[config.mk]
export PLATFORM = sky130hd
export DESIGN_NAME = video_gray_ds
export DESIGN_NICKNAME = d
export VERILOG_FILES = /design/src/rtl/video_pkg.sv /design/src/rtl/sync_fifo.sv /design/src/rtl/video_gray_ds.sv
export SDC_FILE = /design/constraint.sdc
export NUM_CORES = 1
export LEC_CHECK = 0
export ABC_AREA = 1
export CORE_MARGIN = 2
export CORE_UTILIZATION = 47
export CTS_CLUSTER_DIAMETER = 120
export CTS_CLUSTER_SIZE = 14
export DETAILED_ROUTE_END_ITERATION = 12
export PLACE_DENSITY = 0.75
export SKIP_CTS_REPAIR_TIMING = 1
export SLEW_MARGIN = 15
export SYNTH_ARGS = -nofsm -noshare
export SYNTH_HDL_FRONTEND = slang
export SYNTH_SLANG_ARGS = --single-unit
[constraint.sdc]
create_clock -name cmos_pclk_i -period 5.2 [get_ports cmos_pclk_i]
set_input_delay 1.04 -clock cmos_pclk_i [delete_from_list [all_inputs] [get_ports cmos_pclk_i]]
set_output_delay 1.04 -clock cmos_pclk_i [all_outputs]
set_load 0.005 [all_outputs]
[src/rtl/video_pkg.sv]
// Shared constants and types for the grayscale downsampling video path.
// The luma weights sum to 256, so the rounded result never exceeds 255.
package video_pkg;

    localparam logic [7:0]  COEF_R  = 8'd77;
    localparam logic [7:0]  COEF_G  = 8'd150;
    localparam logic [7:0]  COEF_B  = 8'd29;
    localparam logic [15:0] ROUND_C = 16'd128;
    localparam int          ENTRY_W = 10;

    typedef struct packed {
        logic       sof;
        logic       eol;
        logic [7:0] gray;
    } entry_t;

    function automatic logic [15:0] mul_coef(input logic [7:0] a, input logic [7:0] c);
        return 16'(a) * 16'(c);
    endfunction

endpackage

[src/rtl/sync_fifo.sv]
// Single-clock show-ahead FIFO with extra-MSB pointers.
// A push into a full FIFO is still taken when a pop happens in the same cycle.
module sync_fifo #(
    parameter int DW = 10,
    parameter int AW = 4
) (
    input  logic          i_clk,
    input  logic          i_rstn,
    input  logic          i_push,
    input  logic [DW-1:0] i_din,
    input  logic          i_pop,
    output logic [DW-1:0] o_dout,
    output logic          o_valid,
    output logic          o_drop
);

    logic [DW-1:0] r_mem [0:(1<<AW)-1];
    logic [AW:0]   r_wr_ptr;
    logic [AW:0]   r_rd_ptr;
    logic          w_empty;
    logic          w_full;
    logic          w_pop;
    logic          w_wr;

    assign w_empty = (r_wr_ptr == r_rd_ptr);
    assign w_full  = (r_wr_ptr[AW] != r_rd_ptr[AW]) &&
                     (r_wr_ptr[AW-1:0] == r_rd_ptr[AW-1:0]);
    assign w_pop   = i_pop && !w_empty;
    assign w_wr    = i_push && (!w_full || w_pop);
    assign o_drop  = i_push && w_full && !w_pop;
    assign o_valid = !w_empty;
    assign o_dout  = r_mem[r_rd_ptr[AW-1:0]];

    always_ff @(posedge i_clk) begin
        if (!i_rstn) begin
            r_wr_ptr <= '0;
            r_rd_ptr <= '0;
        end else begin
            if (w_wr)  r_wr_ptr <= r_wr_ptr + 1'b1;
            if (w_pop) r_rd_ptr <= r_rd_ptr + 1'b1;
        end
    end

    // Storage is deliberately left unreset; the head is only meaningful while o_valid=1.
    always_ff @(posedge i_clk) begin
        if (w_wr) r_mem[r_wr_ptr[AW-1:0]] <= i_din;
    end

endmodule

[src/rtl/video_gray_ds.sv]
// RGB-to-luma conversion with 2:1 decimation in both directions, buffered in a FIFO.
// Pixels are only kept once a frame start (vs_i rising edge) has been seen after reset.
module video_gray_ds
    import video_pkg::*;
#(
    parameter int IMG_W   = 640,
    parameter int IMG_H   = 480,
    parameter int FIFO_AW = 4
) (
    input  logic        cmos_pclk_i,
    input  logic        rstn_i,
    input  logic [23:0] rgb_i,
    input  logic        de_i,
    input  logic        vs_i,
    input  logic        hs_i,
    output logic [7:0]  gray_o,
    output logic        sof_o,
    output logic        eol_o,
    output logic        valid_o,
    input  logic        ready_i,
    output logic        ovf_o
);

    localparam logic [10:0] W_LIM = 11'(IMG_W);
    localparam logic [10:0] H_LIM = 11'(IMG_H);
    localparam logic [10:0] EOL_X = 11'(IMG_W - 2);

    logic        r_vs_d;
    logic        r_hs_d;
    logic        r_armed;
    logic [10:0] r_x_cnt;
    logic [10:0] r_y_cnt;
    logic        w_vs_rise;
    logic        w_hs_fall;
    logic        w_keep;
    logic        w_sof;
    logic        w_eol;

    logic        r_s1_vld;
    logic        r_s1_sof;
    logic        r_s1_eol;
    logic [15:0] r_prod_r;
    logic [15:0] r_prod_g;
    logic [15:0] r_prod_b;
    logic [7:0]  w_gray;

    logic        r_s2_vld;
    entry_t      r_s2_entry;
    entry_t      w_head;
    logic        w_drop;

    assign w_vs_rise = vs_i && !r_vs_d;
    assign w_hs_fall = !hs_i && r_hs_d;

    assign w_keep = de_i && r_armed && !r_x_cnt[0] && !r_y_cnt[0] &&
                    (r_x_cnt < W_LIM) && (r_y_cnt < H_LIM);
    assign w_sof  = w_keep && (r_x_cnt == 11'd0) && (r_y_cnt == 11'd0);
    assign w_eol  = w_keep && (r_x_cnt == EOL_X);

    always_ff @(posedge cmos_pclk_i) begin
        if (!rstn_i) begin
            r_vs_d  <= 1'b0;
            r_hs_d  <= 1'b0;
            r_armed <= 1'b0;
            r_x_cnt <= '0;
            r_y_cnt <= '0;
        end else begin
            r_vs_d <= vs_i;
            r_hs_d <= hs_i;
            if (w_vs_rise) r_armed <= 1'b1;

            if (w_vs_rise || w_hs_fall) r_x_cnt <= '0;
            else if (de_i)              r_x_cnt <= r_x_cnt + 11'd1;

            // Empty hs windows must not advance the row, or the row parity breaks.
            if (w_vs_rise)                          r_y_cnt <= '0;
            else if (w_hs_fall && r_x_cnt != 11'd0) r_y_cnt <= r_y_cnt + 11'd1;
        end
    end

    always_ff @(posedge cmos_pclk_i) begin
        if (!rstn_i) begin
            r_s1_vld <= 1'b0;
            r_s1_sof <= 1'b0;
            r_s1_eol <= 1'b0;
            r_s2_vld <= 1'b0;
        end else begin
            r_s1_vld <= w_keep;
            r_s1_sof <= w_sof;
            r_s1_eol <= w_eol;
            r_s2_vld <= r_s1_vld;
        end
    end

    assign w_gray = 8'((r_prod_r + r_prod_g + r_prod_b + ROUND_C) >> 8);

    always_ff @(posedge cmos_pclk_i) begin
        r_prod_r        <= mul_coef(rgb_i[23:16], COEF_R);
        r_prod_g        <= mul_coef(rgb_i[15:8],  COEF_G);
        r_prod_b        <= mul_coef(rgb_i[7:0],   COEF_B);
        r_s2_entry.sof  <= r_s1_sof;
        r_s2_entry.eol  <= r_s1_eol;
        r_s2_entry.gray <= w_gray;
    end

    sync_fifo #(
        .DW (ENTRY_W),
        .AW (FIFO_AW)
    ) u_fifo (
        .i_clk   (cmos_pclk_i),
        .i_rstn  (rstn_i),
        .i_push  (r_s2_vld),
        .i_din   (r_s2_entry),
        .i_pop   (ready_i),
        .o_dout  (w_head),
        .o_valid (valid_o),
        .o_drop  (w_drop)
    );

    assign gray_o = w_head.gray;
    assign sof_o  = w_head.sof;
    assign eol_o  = w_head.eol;

    // A drop in the frame-start cycle belongs to the new frame, so set beats clear.
    always_ff @(posedge cmos_pclk_i) begin
        if (!rstn_i)        ovf_o <= 1'b0;
        else if (w_drop)    ovf_o <= 1'b1;
        else if (w_vs_rise) ovf_o <= 1'b0;
    end

endmodule

---- After elaboration in Yosys (flattened, before gate mapping) ----
Memories as Yosys holds them, arrays and structs flattened. A register that Yosys moved wholly into a read port is not among the register bits.
Cells that the tools add are included.
cells by class
  multiplexer cells ....................... 6
  multiply operators ...................... 3
  equality and inequality tests ........... 4
  add/sub/neg operators ................... 7
  div/mod/pow operators ................... 0
  order comparisons ....................... 2
  bitwise operators ....................... 1
  shift-type cells ........................ 0
  reductions and logical operators ........ 31
operators with widths
  cell                                                                            count
  8-bit by 7-bit multiplier with 15-bit output, second input constant             2
  11-bit by 1-bit adder with 11-bit output, second input constant                 2
  11-bit logical NOT                                                              2
  15-bit by 16-bit adder with 16-bit output                                       1
  16-bit by 13-bit adder with 16-bit output                                       1
  16-bit by 8-bit adder with 16-bit output, second input constant                 1
  1-bit logical AND                                                               16
  8-bit by 5-bit multiplier with 13-bit output, second input constant             1
  11-bit by 10-bit == test with 1-bit output, second input constant               1
  11-bit by 10-bit less-than comparator with 1-bit output, second input constant  1
  11-bit by 9-bit less-than comparator with 1-bit output, second input constant   1
  11-bit nonzero test                                                             1
  5-bit by 1-bit adder with 5-bit output, second input constant                   2
  4-bit 2-to-1 mux                                                                2
  1-bit logical NOT                                                               7
  5-bit == test                                                                   1
  4-bit == test                                                                   1
  1-bit 2-to-1 mux                                                                4
  2-bit OR reduction                                                              2
  1-bit logical OR                                                                2
  2-bit nonzero test                                                              1
  1-bit != test                                                                   1
  1-bit NOT                                                                       1
storage, ports and cells
  latch bits .............................. 0
  output and inout port bits .............. 12
  bits in registers ....................... 93
  memories kept ........................... 1
  memory bits (read-only) ................. 0
  bits in writable memories ............... 160
  logic and storage cells ................. 73
memory list
  name          depth  width  read ports  clocked after memory_dff  write ports  line             RTL
  u_fifo.r_mem  16     10     1           1                         1            sync_fifo.sv:17  logic [DW-1:0] r_mem [0:(1<<AW)-1];

---- Depth between registers and ports, before layout ----
Gate-level depths: netlist (run 1).
  word-level depth ........................ 7
  mapped depth ............................ 15
  depth with buffers taken out ............ 15

---- Hierarchy ----
A second synthesis (run 1) with hierarchy kept.
unflattened totals
  cell total of the unflattened synthesis .. 1509
  area, all modules ....................... 14302.5 um^2
by module, submodules not included
  module         area an instance (um^2)  instances  seq. area each (um^2)  cells an instance
  sync_fifo      7324.5                   1          5084.9                 630
  video_gray_ds  6977.9                   1          1661.6                 879

---- Least setup slack after synthesis (run 1) ----
OpenSTA, ideal clock, no wires.
  path kind ............................... input to register
  start ................................... input rgb_i[20]
  end ..................................... register r_prod_r[12]
  data arrival time ....................... 3586 ps
  setup time .............................. 113 ps
  path buffers ............................ 0
  stages on the path ...................... 12
  slack ................................... 1501 ps
  required time ........................... 5087 ps
  path through ............................ ha_1 > ha_1 > inv_1 > fa_1 > fa_1 > inv_1 > ha_1 > a21o_1 > o21ai_0 > nand3_1 > nand2_1 > nand2_1
between the ends
  cells in the longest elaborated chain, start to end .. 1
RTL lines
  what                                          line                 RTL
  start: declaration                            video_gray_ds.sv:12  input logic [23:0] rgb_i,
  8-bit by 7-bit multiplier with 15-bit output  video_pkg.sv:18      return 16'(a) * 16'(c);
  end signal: assignment                        video_gray_ds.sv:98  r_prod_r <= mul_coef(rgb_i[23:16], COEF_R);
  end: declaration                              video_gray_ds.sv:42  logic [15:0] r_prod_r;
No other way between the ends.
A chain may end at the register's enable or synchronous reset.

==> summary.md, run 1 <==
| Metric | Value |
|---|---|
| GR Util met2 | `32.6%` |
| Startpoint Class | `flip-flop` |
| Post-Synth XOR/XNOR Area | `around 2.3%` |
| Antenna Violating Nets Remaining | `0` |
| Vias in the first global route | `a little under 10000` |
| Pwr/cell area | `~480 nW/um2` |
| Cell count after synthesis | `between 1000 and 1500` |
| Global-route wire length before repair | `between 40000 and 50000 um` |
| Mux contribution to synthesized area | `0%` |
| Worst-Margin Slew | `1.10 ns` |
| Num ports | `42` |
| Final period utilization | `76.2%` |
| Outcome | `complete, no violations` |
| Simple-Gate Fraction of Synth Area | `about 15%` |
| Hold slack final | `~0.32 ns` |
| CP Capture Type | `output pin` |
| Worst Setup Path Type | `reg2out` |
| Die Area | `approximately 31000 um2` |
| M1 GR Usage | `between 20% and 30%` |
| FF+latch count, synth | `approximately 260` |
| Sum of negative setup slack | `0 ns` |
| Sequential share of the synthesized area | `47.7%` |
| Nets | `roughly 1700` |
| Yosys cell types | `35` |
| DRC violations left | `0` |
| TritonCTS clock tree | `built` |
| Area Growth Syn to Fin | `10.1%` |
| DRT iter0 DRCs | `roughly 700` |
| Max Freq | `around 250 MHz` |
| ANT cells | `0` |
| Cell row count | `between 60 and 70` |
| PortBufs | `roughly 40` |
| GRT overflow | `0` |
| Post-synthesis compound-gate area fraction | `roughly 8.4%` |
| WL final | `between 20000 and 30000 um` |
| Die Y | `approximately 180 um` |
| Final worst path period need | `about 4.0 ns` |
| H-tree levels | `1` |
| CTS max path bufs | `3` |
| Largest family of logic cells by synthesized area | `adder cells` |
| Max cap viols | `0` |
| RSZ-0062 raised after global routing | `false` |
| GRT busiest layer | `met2` |
| Post-synthesis cell area | `between 10000 and 15000 um2` |
| Peak supply drop | `345 uV` |
| Root Driver | `clkbuf_16` |
| Synth area leader | `edfxtp_1` |
| Final hold vios | `0` |
| Clk_skew | `~0.028 ns` |
| Met3 track demand over resource | `under 10%` |
| Die X | `between 150 and 200 um` |
| RePlAce Congestion | `between 0.8 and 0.9` |
| WL/cell | `14.4 um` |
| Avg Synthesized Cell Area | `~9.4 um2` |
| Fillers | `around 2600` |
| Number of iterations in the first detailed-routing pass | `7` |
| Syn Nets | `1701` |
| Vias per cell | `about 5.1` |
| Initial Utilization | `between 40% and 50%` |
| Slew Limit Fails | `0` |
| Post-synthesis adder-cell area fraction | `around 17%` |
| Share of cells above drive strength 1 | `around 3.5%` |
| Register clock-pin slew on the reported worst setup and hold paths | `around 0.070 ns` |
| CTS Buf Count | `22` |
| Worst-path maximum fanout | `93` |
| Largest net degree at the start of global routing | `between 90 and 100` |
| CP required | `about 4.2 ns` |
| Static leakage | `a little under 7 nW` |
| HP Class | `reg2reg` |
| Share of the synthesized area in the top cell type | `approximately a third` |
| Setup-failing EPs final | `0` |
| Synth top area cells | `edfxtp_1 (34%), dfxtp_1 (14%), ha_1 (12%)` |
| Clk Latency, worst-skew pair | `between 0.5 and 0.6 ns` |
| CORE AREA | `29600 um2` |
| HPWL Detailed | `~20000 um` |
| Ys Warns | `0` |
| CTS sink count | `about 260` |
| Initial antenna violation count | `0` |
| Total number of vias | `between 9000 and 10000` |
| GR Util All Layers | `between 10% and 20%` |
| Crit path DAT | `roughly 2.9 ns` |
| Relative max-transition margin | `26.3%` |
==> registers in the layout (all words and copies together), names as in the netlist, named ones only <==
| signal | count |
|---|---|
| r_prod_r | 15 |
| r_y_cnt | 11 |
| r_armed | 1 |
| u_fifo.r_wr_ptr | 5 |
| r_s1_sof | 1 |
| r_hs_d | 1 |
| r_x_cnt | 11 |
| r_s1_vld | 1 |
| r_prod_b | 13 |
| u_fifo.r_mem | 160 |
| ovf_o | 1 |
| r_prod_g | 15 |
| r_s2_vld | 1 |
| u_fifo.r_rd_ptr | 5 |
| r_s1_eol | 1 |
| r_vs_d | 1 |
| r_s2_entry | 10 |
==> worst max-delay path, stage by stage, from the launching register on <==
cell and delay [ns]:
dfxtp_4 0.90, buf_4 0.43, a21oi_1 0.11, o21ai_0 0.11, nand3_1 0.13, nand3_1 0.15, nand2_1 0.09, clkdlybuf4s50_1 0.45
==> metal layers <==
layer / routed length, um / share of wire [%]
met5: 0 / 0
met1: 12500 / 45
met4: 520 / 1.9
met3: 1240 / 4.4
met2: 13700 / 49
==> final cells by class <==
type	instances	area [um2]	area share, %
multi-input combinational	918	6130	39.4
clock buffer	35	599	3.85
timing repair buffer	46	448	2.88
tap	390	488	3.14
clock inverter	3	53.8	0.346
inverter	286	1080	6.92
sequential	257	6750	43.4
==> report_power, final <==
group	switching (mW)	internal (mW)
clock network	0.710	0.843
logic	1.89	1.23
registers	0.260	2.51
total	2.86	4.58
==> cell families (layout without fill, tap and decap cells) <==
kind of cell,Yosys count,count (layout)
compound gates,211,211
xor+xnor,37,37
fa+ha+maj,173,173
buf+inv,323,370
flops,257,257
simple gates,497,497
==> final timing paths <==
path / start / slack, ns / cells past startpoint / endpoint
hold / removal: r_s1_eol$_SDFF_PN0_ / 0.32 / 0 / r_s2_entry[8]$_DFF_P_
setup reg to reg: r_prod_g[3]$_DFF_P_ / 2.69 / 12 / r_s2_entry[6]$_DFF_P_
hold reg to reg: r_s1_eol$_SDFF_PN0_ / 0.32 / 0 / r_s2_entry[8]$_DFF_P_
setup / recovery: flip-flop / 1.24 / 7 / gray_o[1]
==> metrics by stage <==
stage | std cells | total power [mW] | worst slack (ns) | area, um2 | util [%]
detailed placement | 1897 | 5.92 | 0.786 | 14900 | 50.3
CTS | 1935 | 7.48 | 1.23 | 15500 | 52.5
finish | 1935 | 7.44 | 1.24 | 15500 | 52.5
global placement | 1897 | 5.83 | 0.848 | 14900 | 50.3
floorplan | 1498 | 5.13 | 1.50 | 14100 | -
global route | 1935 | 8.13 | 1.04 | 15500 | 52.5
==> synthesized netlist by cell type <==
cell type / count
inv_1: 281
nand2_1: 260
edfxtp_1: 160
ha_1: 135
nand3_1: 115
dfxtp_1: 97
a21oi_1: 92
nor2_1: 72
o21ai_0: 60
o211ai_1: 41
fa_1: 38
xor2_1: 29
clkbuf_1: 21
nor3_1: 14
buf_2: 13
nand4_1: 13
nand2_2: 8
xnor2_1: 8
a31oi_1: 7
nand3b_1: 5
o21bai_1: 5
a21o_1: 3
inv_2: 3
nor2_2: 3
buf_6: 2
nand2_4: 2
nand3_4: 2
nor2_4: 2
a211oi_1: 1
a21oi_2: 1
buf_4: 1
clkinv_1: 1
inv_4: 1
nor4_1: 1
o21ai_1: 1
==> layout by cell type (no fill, tap or decap), types with 2 or more instances in the layout <==
cell and n:
nand2_1 260, a31oi_1 7, nand3_4 2, clkbuf_16 22, xnor2_1 8, nand3_1 115, nand3b_1 5, nor2_1 72
o21ai_0 60, a21oi_1 92, nor3_1 14, clkdlybuf4s50_1 41, ha_1 135, inv_2 3, xor2_1 29, nor2_4 2
clkbuf_1 13, inv_1 281, o211ai_1 41, nand2_2 8, nand2_4 2, nand4_1 13, nor2_2 3, o21bai_1 5
fa_1 38, edfxtp_1 160, a21o_1 3, dfxtp_1 95, buf_4 5
(Power assumes the default switching activity.)
==> inputs of run 2 (changes only) <==
==> constraint.sdc (replaced) <==
create_clock -name cmos_pclk_i -period 3.9 [get_ports cmos_pclk_i]
set_input_delay 0.78 -clock cmos_pclk_i [delete_from_list [all_inputs] [get_ports cmos_pclk_i]]
set_output_delay 0.78 -clock cmos_pclk_i [all_outputs]
set_load 0.005 [all_outputs]
==> run 2 against run 1 <==
Setup slack got worse by 0.85 ns. Clock-buffer cell count rose by 1. Non-clock buffer count is 41 higher. Sequential cell count unchanged. Largest power group unchanged. Sequential share of layout area down 0.88 points.
==> summary.md, run 2 (synthesized netlist as in run 1, its figures left out) <==
| Metric | Value |
|---|---|
| WL/cell | `14.1 um (-2.3%)` |
| Net Switching | `3.82 mW (+33%)` |
| Reg-to-Reg End | `r_s2_entry[7]$_DFF_P_` |
| TritonCTS clock tree | `built` |
| Max cap viols | `0 (unchanged)` |
| Max reg flops | `160 (unchanged)` |
| Share of cells above drive strength 1 | `5.93% (+2.4 points)` |
| RSZ-0062 raised after global routing | `false` |
| Cell row count | `63 (unchanged)` |
| Static leakage | `7.03 nW (+3.0%)` |
| Most frequent cells in the layout | `inv_1 (281), nand2_1 (260), edfxtp_1 (160)` |
| Setup-failing EPs final | `0 (unchanged)` |
| Total number of vias | `10057 (+2.1%)` |
| Largest net degree at the start of global routing | `81 (-14%)` |
| Pre-CTS setup slack | `-0.132 ns (-0.918 ns)` |
| Worst Setup Path Type | `in2reg` |
| Max Freq | `284 MHz` |
| CP required | `4.31 ns (+0.15 ns)` |
| Clk Latency, worst-skew pair | `0.52 ns (about the same)` |
| Nets | `1775 (+2.4%)` |
| ANT cells | `0 (unchanged)` |
| Vias per cell | `5.09 (about the same)` |
| R2R depth | `12 (unchanged)` |
| Core Util, Final | `53.6% (+1.1 points)` |
| Pwr/cell area | `626 nW/um2 (+31%)` |
| Clock Power Share | `20.2% (-0.7 points)` |
| Root Driver | `clkbuf_16` |
| HP Start | `r_s1_eol$_SDFF_PN0_` |
| Net Sw Frac | `38.5% (about the same)` |
| Worst-case hold path end point | `r_s2_entry[8]$_DFF_P_` |
| Reg2Reg Launch Point | `r_prod_r[5]$_DFF_P_` |
| Global-route wire length before repair | `47200 um (+2.3%)` |
| Most common cell after layout, fill and taps aside | `inv_1` |
| CP Capture Type | `flip-flop` |
| Num ports | `42 (unchanged)` |
| Die Y | `177 um (unchanged)` |
| Die X | `177 um (unchanged)` |
| HPWL Detailed | `19900 um (+1.5%)` |
| CORE AREA | `29600 um2 (unchanged)` |
| Antenna Violating Nets Remaining | `0 (unchanged)` |
| Initial antenna violation count | `0 (unchanged)` |
| Peak supply drop | `573 uV (+66%)` |
| Outcome | `complete, no violations` |
| HP Class | `reg2reg` |
| GRT overflow | `0 (unchanged)` |
| Die Area | `31500 um2 (unchanged)` |
| Worst-Margin Slew | `0.739 ns (-0.363 ns)` |
| PortBufs | `41 (unchanged)` |
| Final worst setup slack | `0.383 ns (-0.855 ns)` |
| Placed insts | `1938 (+2.2%)` |
| DRC violations left | `0 (unchanged)` |
| Reg power frac | `36.9% (-0.3 points)` |
| R2R Setup Slk | `1.41 ns (-1.28 ns)` |
| Relative max-transition margin | `50.7% (+24 points)` |
| WL final | `27900 um (-0.26%)` |
| Initial Utilization | `47.7% (unchanged)` |
| Crit-path slowest cell | `fa_1` |
| CTS sink count | `257 (unchanged)` |
| Number of iterations in the first detailed-routing pass | `5 (-2)` |
| Comb pwr share | `42.9% (+1.0 points)` |
| Final worst path period need | `3.52 ns` |
| Final hold vios | `0 (unchanged)` |
| Worst-path maximum fanout | `3 (-97%)` |
| H-tree levels | `1 (unchanged)` |
| Startpoint Class | `input pin` |
| Slew Limit Fails | `0 (unchanged)` |
| Internal Power | `6.11 mW (+33%)` |
| DRT iter0 DRCs | `741 (+5.6%)` |
| CTS max path bufs | `3 (unchanged)` |
| CTS Buf Count | `22 (unchanged)` |
| Most frequent CP cell | `ha_1` |
| Largest stage delay, worst path | `0.52 ns (-0.38 ns)` |
| RePlAce Congestion | `0.904 (+2.6%)` |
| Vias in the first global route | `9890 (+2.8%)` |
| Final period utilization | `90.2%` |
| CP Cell Sequence | `clkdlybuf4s50_1 -> ha_1 -> ha_1 -> inv_1 -> fa_1 -> fa_1 -> inv_1 -> ha_1 -> a21o_1 -> o21ai_0 -> nand3_1 -> nand2_1 -> nand2_1` |
| GR Util All Layers | `18.5% (+0.42 points)` |
| Register clock-pin slew on the reported worst setup and hold paths | `0.07 ns (about the same)` |
| Area Growth Syn to Fin | `12.3%` |
| Hold slack final | `0.330 ns (+0.0144 ns)` |
| Fin cells | `1976 (+2.1%)` |
| Clk_skew | `0.0164 ns (-0.0112 ns)` |
| Hold Crit Depth | `0 (unchanged)` |
| Crit path DAT | `3.93 ns (+1.01 ns)` |
## run 2: power by group through the flow
stage	clock network [mW]	logic, mW	registers [mW]
floorplan	0	3.30	3.55
global placement	0	4.12	3.71
detailed placement	0	4.24	3.73
CTS	2.05	4.28	3.67
global route	2.17	4.99	3.71
finish	2.01	4.26	3.67
## run 2: worst max path at each step
| stage | endpoint | start | depth (start not counted) |
|---|---|---|---|
| global placement | r_prod_r[12]$_DFF_P_ | rgb_i[20] | 13 |
| global route | r_prod_r[11]$_DFF_P_ | rgb_i[20] | 17 |
| CTS | r_prod_r[12]$_DFF_P_ | rgb_i[20] | 13 |
| floorplan | r_prod_r[12]$_DFF_P_ | rgb_i[20] | 12 |
| detailed placement | r_prod_r[12]$_DFF_P_ | rgb_i[20] | 13 |
| finish | r_prod_r[12]$_DFF_P_ | rgb_i[20] | 13 |
## run 2: area by class of cell
cell class,instances,area (um2)
fillers,2584,13800
flip-flops and latches,257,6750
multi-input cells,918,6130
inverters,286,1080
repair buffers,87,793
clock buffers,36,603
well taps,390,488
clock inverters,2,27.5
## run 2: worst max-delay path: cells and delay by family
family                     cells  cell delay (ns)
AOI/OAI and AO/OA              2             0.44
and+or+nand+nor                3             0.24
buffers and inverters          3             0.53
adders and majority gates      5             1.94
## run 2: stage by stage
step / TNS [ns] / instance area (um2) / power [mW]
after CTS: 0 / 15900 / 10.0
after global routing: 0 / 15900 / 10.9
after detailed placement: -0.595 / 15200 / 7.97
final: 0 / 15900 / 9.93
after floorplan: 0 / 14100 / 6.84
after global placement: -0.0307 / 15200 / 7.83
## run 2: routing by layer
layer	wire, um	GRT usage [%]
met5	0	0
met4	529	4.58
met3	1200	2.61
met2	13700	32.9
met1	12500	23.6
==> edit, RTL diff (settings of run 2) <==
Make the reset (`i_rstn` and `rstn_i`) asynchronous in 4 clocked blocks.
--- a/src/rtl/sync_fifo.sv
+++ b/src/rtl/sync_fifo.sv
@@ -33,3 +33,3 @@
 
-    always_ff @(posedge i_clk) begin
+    always_ff @(posedge i_clk or negedge i_rstn) begin
         if (!i_rstn) begin
--- a/src/rtl/video_gray_ds.sv
+++ b/src/rtl/video_gray_ds.sv
@@ -59,3 +59,3 @@
 
-    always_ff @(posedge cmos_pclk_i) begin
+    always_ff @(posedge cmos_pclk_i or negedge rstn_i) begin
         if (!rstn_i) begin
@@ -80,3 +80,3 @@
 
-    always_ff @(posedge cmos_pclk_i) begin
+    always_ff @(posedge cmos_pclk_i or negedge rstn_i) begin
         if (!rstn_i) begin
@@ -124,3 +124,3 @@
     // A drop in the frame-start cycle belongs to the new frame, so set beats clear.
-    always_ff @(posedge cmos_pclk_i) begin
+    always_ff @(posedge cmos_pclk_i or negedge rstn_i) begin
         if (!rstn_i)        ovf_o <= 1'b0;
Function: differs if rstn_i is asserted again (counterexample within 10 cycles, from zero or initial values and one cycle with rstn_i low); with rstn_i held inactive, the same outputs for 10 cycles.
==> edit against run 2 <==
Synthesized area is 0.75% lower; via count down 2.6%; routed wire length decreased by 1.3%; total power rose by 17%; sequential cell count fell by 4; cell area down 1.1%; setup slack got worse by 110 ps; maximum frequency shrank 3.0%; count of clock-buffer cells in the layout grew 2.
==> edit: results (changes against run 2) <==
* Post-route worst setup slack: 272 ps (was 383 ps)
- The overall global routing resource usage is 18.3% (was 18.5%).
* Layout cells sized above 1: 5.74% (was 5.93%)
- Leading post-synthesis cells by cell area: sky130_fd_sc_hd__edfxtp_1 34%, sky130_fd_sc_hd__ha_1 12%, sky130_fd_sc_hd__dfxtp_1 7.6% (was sky130_fd_sc_hd__edfxtp_1 34%, sky130_fd_sc_hd__dfxtp_1 14%, sky130_fd_sc_hd__ha_1 12%)
- Cells after synthesis: 1448 (was 1498)
- The worst-case register-to-register setup slack was 1320 ps (was 1410 ps).
- The via count of the first global-routing pass is 9740 (was 9890).
- The count of unique library cells instantiated by Yosys was 42 (was 35).
- Total met3 wirelength after detailed routing: 1.13 mm (was 1.20 mm)
* Proportion of synthesized flip-flops having asynchronous set or reset: 15.8% (was 0%)
- The maximum fanout along the worst path was 44 (was 3).
* Leading post-synthesis cells by instance count: 247 x sky130_fd_sc_hd__nand2_1, 204 x sky130_fd_sc_hd__inv_1, 160 x sky130_fd_sc_hd__edfxtp_1 (was 281 x sky130_fd_sc_hd__inv_1, 260 x sky130_fd_sc_hd__nand2_1, 160 x sky130_fd_sc_hd__edfxtp_1)
- Clock Sinks: 253 (was 257)
* Synth Net Count: 1651 (was 1701)
- Share of synthesized area occupied by flip-flops and latches: 49.0% (was 47.7%)
* Depth of the worst register-to-register path: 13 (was 12)
* Power dissipated in combinational cells: 5.78 mW (was 4.26 mW)
* Critical path's slowest cell: sky130_fd_sc_hd__dfrtp_2 (was sky130_fd_sc_hd__fa_1)
- Outcome: complete, no violations (unchanged)
* Sequential cell area: 0.00687 mm^2 (was 0.00675 mm^2)
- The cell family with the largest share of critical-path delay was buffers and inverters (was adder cells).
- Vias per Instance: 5.09 (about the same)
- The critical path launch point is u_fifo.r_rd_ptr[1]$_DFFE_PN0P_ (was rgb_i[20]).
- Clock Network Area Fraction: 4.10% (was 3.97%)
* Metal-1 WL: 12.1 mm (was 12.5 mm)
* Layout multi-input combinational cell count: 947 (was 918)
- Total of clock buffers placed in the layout: 38 (was 36)
* Non-clock buffers: 83 (was 87)
* Post-route cell area: 0.0157 mm^2 (was 0.0159 mm^2)
- Number of fill cells: 2578 (was 2584)
-- edit: stage by stage --
stage	hold slack [ps]	utilization [%]
finish	338	53.3
CTS	343	53.2
global placement	328	51.1
global route	356	53.3
detailed placement	327	51.1
floorplan	324	-
-- edit: worst register-to-register path: stages, from the launching register on --
cell and delay (ps):
sky130_fd_sc_hd__dfxtp_1 320, sky130_fd_sc_hd__inv_1 70, sky130_fd_sc_hd__fa_1 530, sky130_fd_sc_hd__inv_1 40
sky130_fd_sc_hd__ha_1 290, sky130_fd_sc_hd__ha_1 370, sky130_fd_sc_hd__nand2_1 160, sky130_fd_sc_hd__inv_1 50
sky130_fd_sc_hd__a21oi_1 250, sky130_fd_sc_hd__nor2_1 100, sky130_fd_sc_hd__nor2_1 130, sky130_fd_sc_hd__nand2_1 70
sky130_fd_sc_hd__nand2_1 50, sky130_fd_sc_hd__nand2_1 40
-- edit: logic make-up after synthesis --
group	Yosys count	synth area share, %
and+or+nand+nor	541	16.4
DFF	253	49.0
buffers and inverters	248	7.01
AOI/OAI and AO/OA	192	7.57
adders and majority gates	173	17.5
xor gates and xnor gates	41	2.61
-- edit: worst min-delay path by stage --
stage | start | end | slack (ps) | cells after the start
after floorplan | r_s1_eol$_DFF_PN0_ | r_s2_entry[8]$_DFF_P_ | 320 | 0
after global placement | r_s1_sof$_DFF_PN0_ | r_s2_entry[9]$_DFF_P_ | 330 | 0
final | r_s1_vld$_DFF_PN0_ | r_s2_vld$_DFF_PN0_ | 340 | 0
after global routing | r_s1_vld$_DFF_PN0_ | r_s2_vld$_DFF_PN0_ | 360 | 0
after detailed placement | r_s1_eol$_DFF_PN0_ | r_s2_entry[8]$_DFF_P_ | 330 | 0
after CTS | r_s1_eol$_DFF_PN0_ | r_s2_entry[8]$_DFF_P_ | 340 | 0
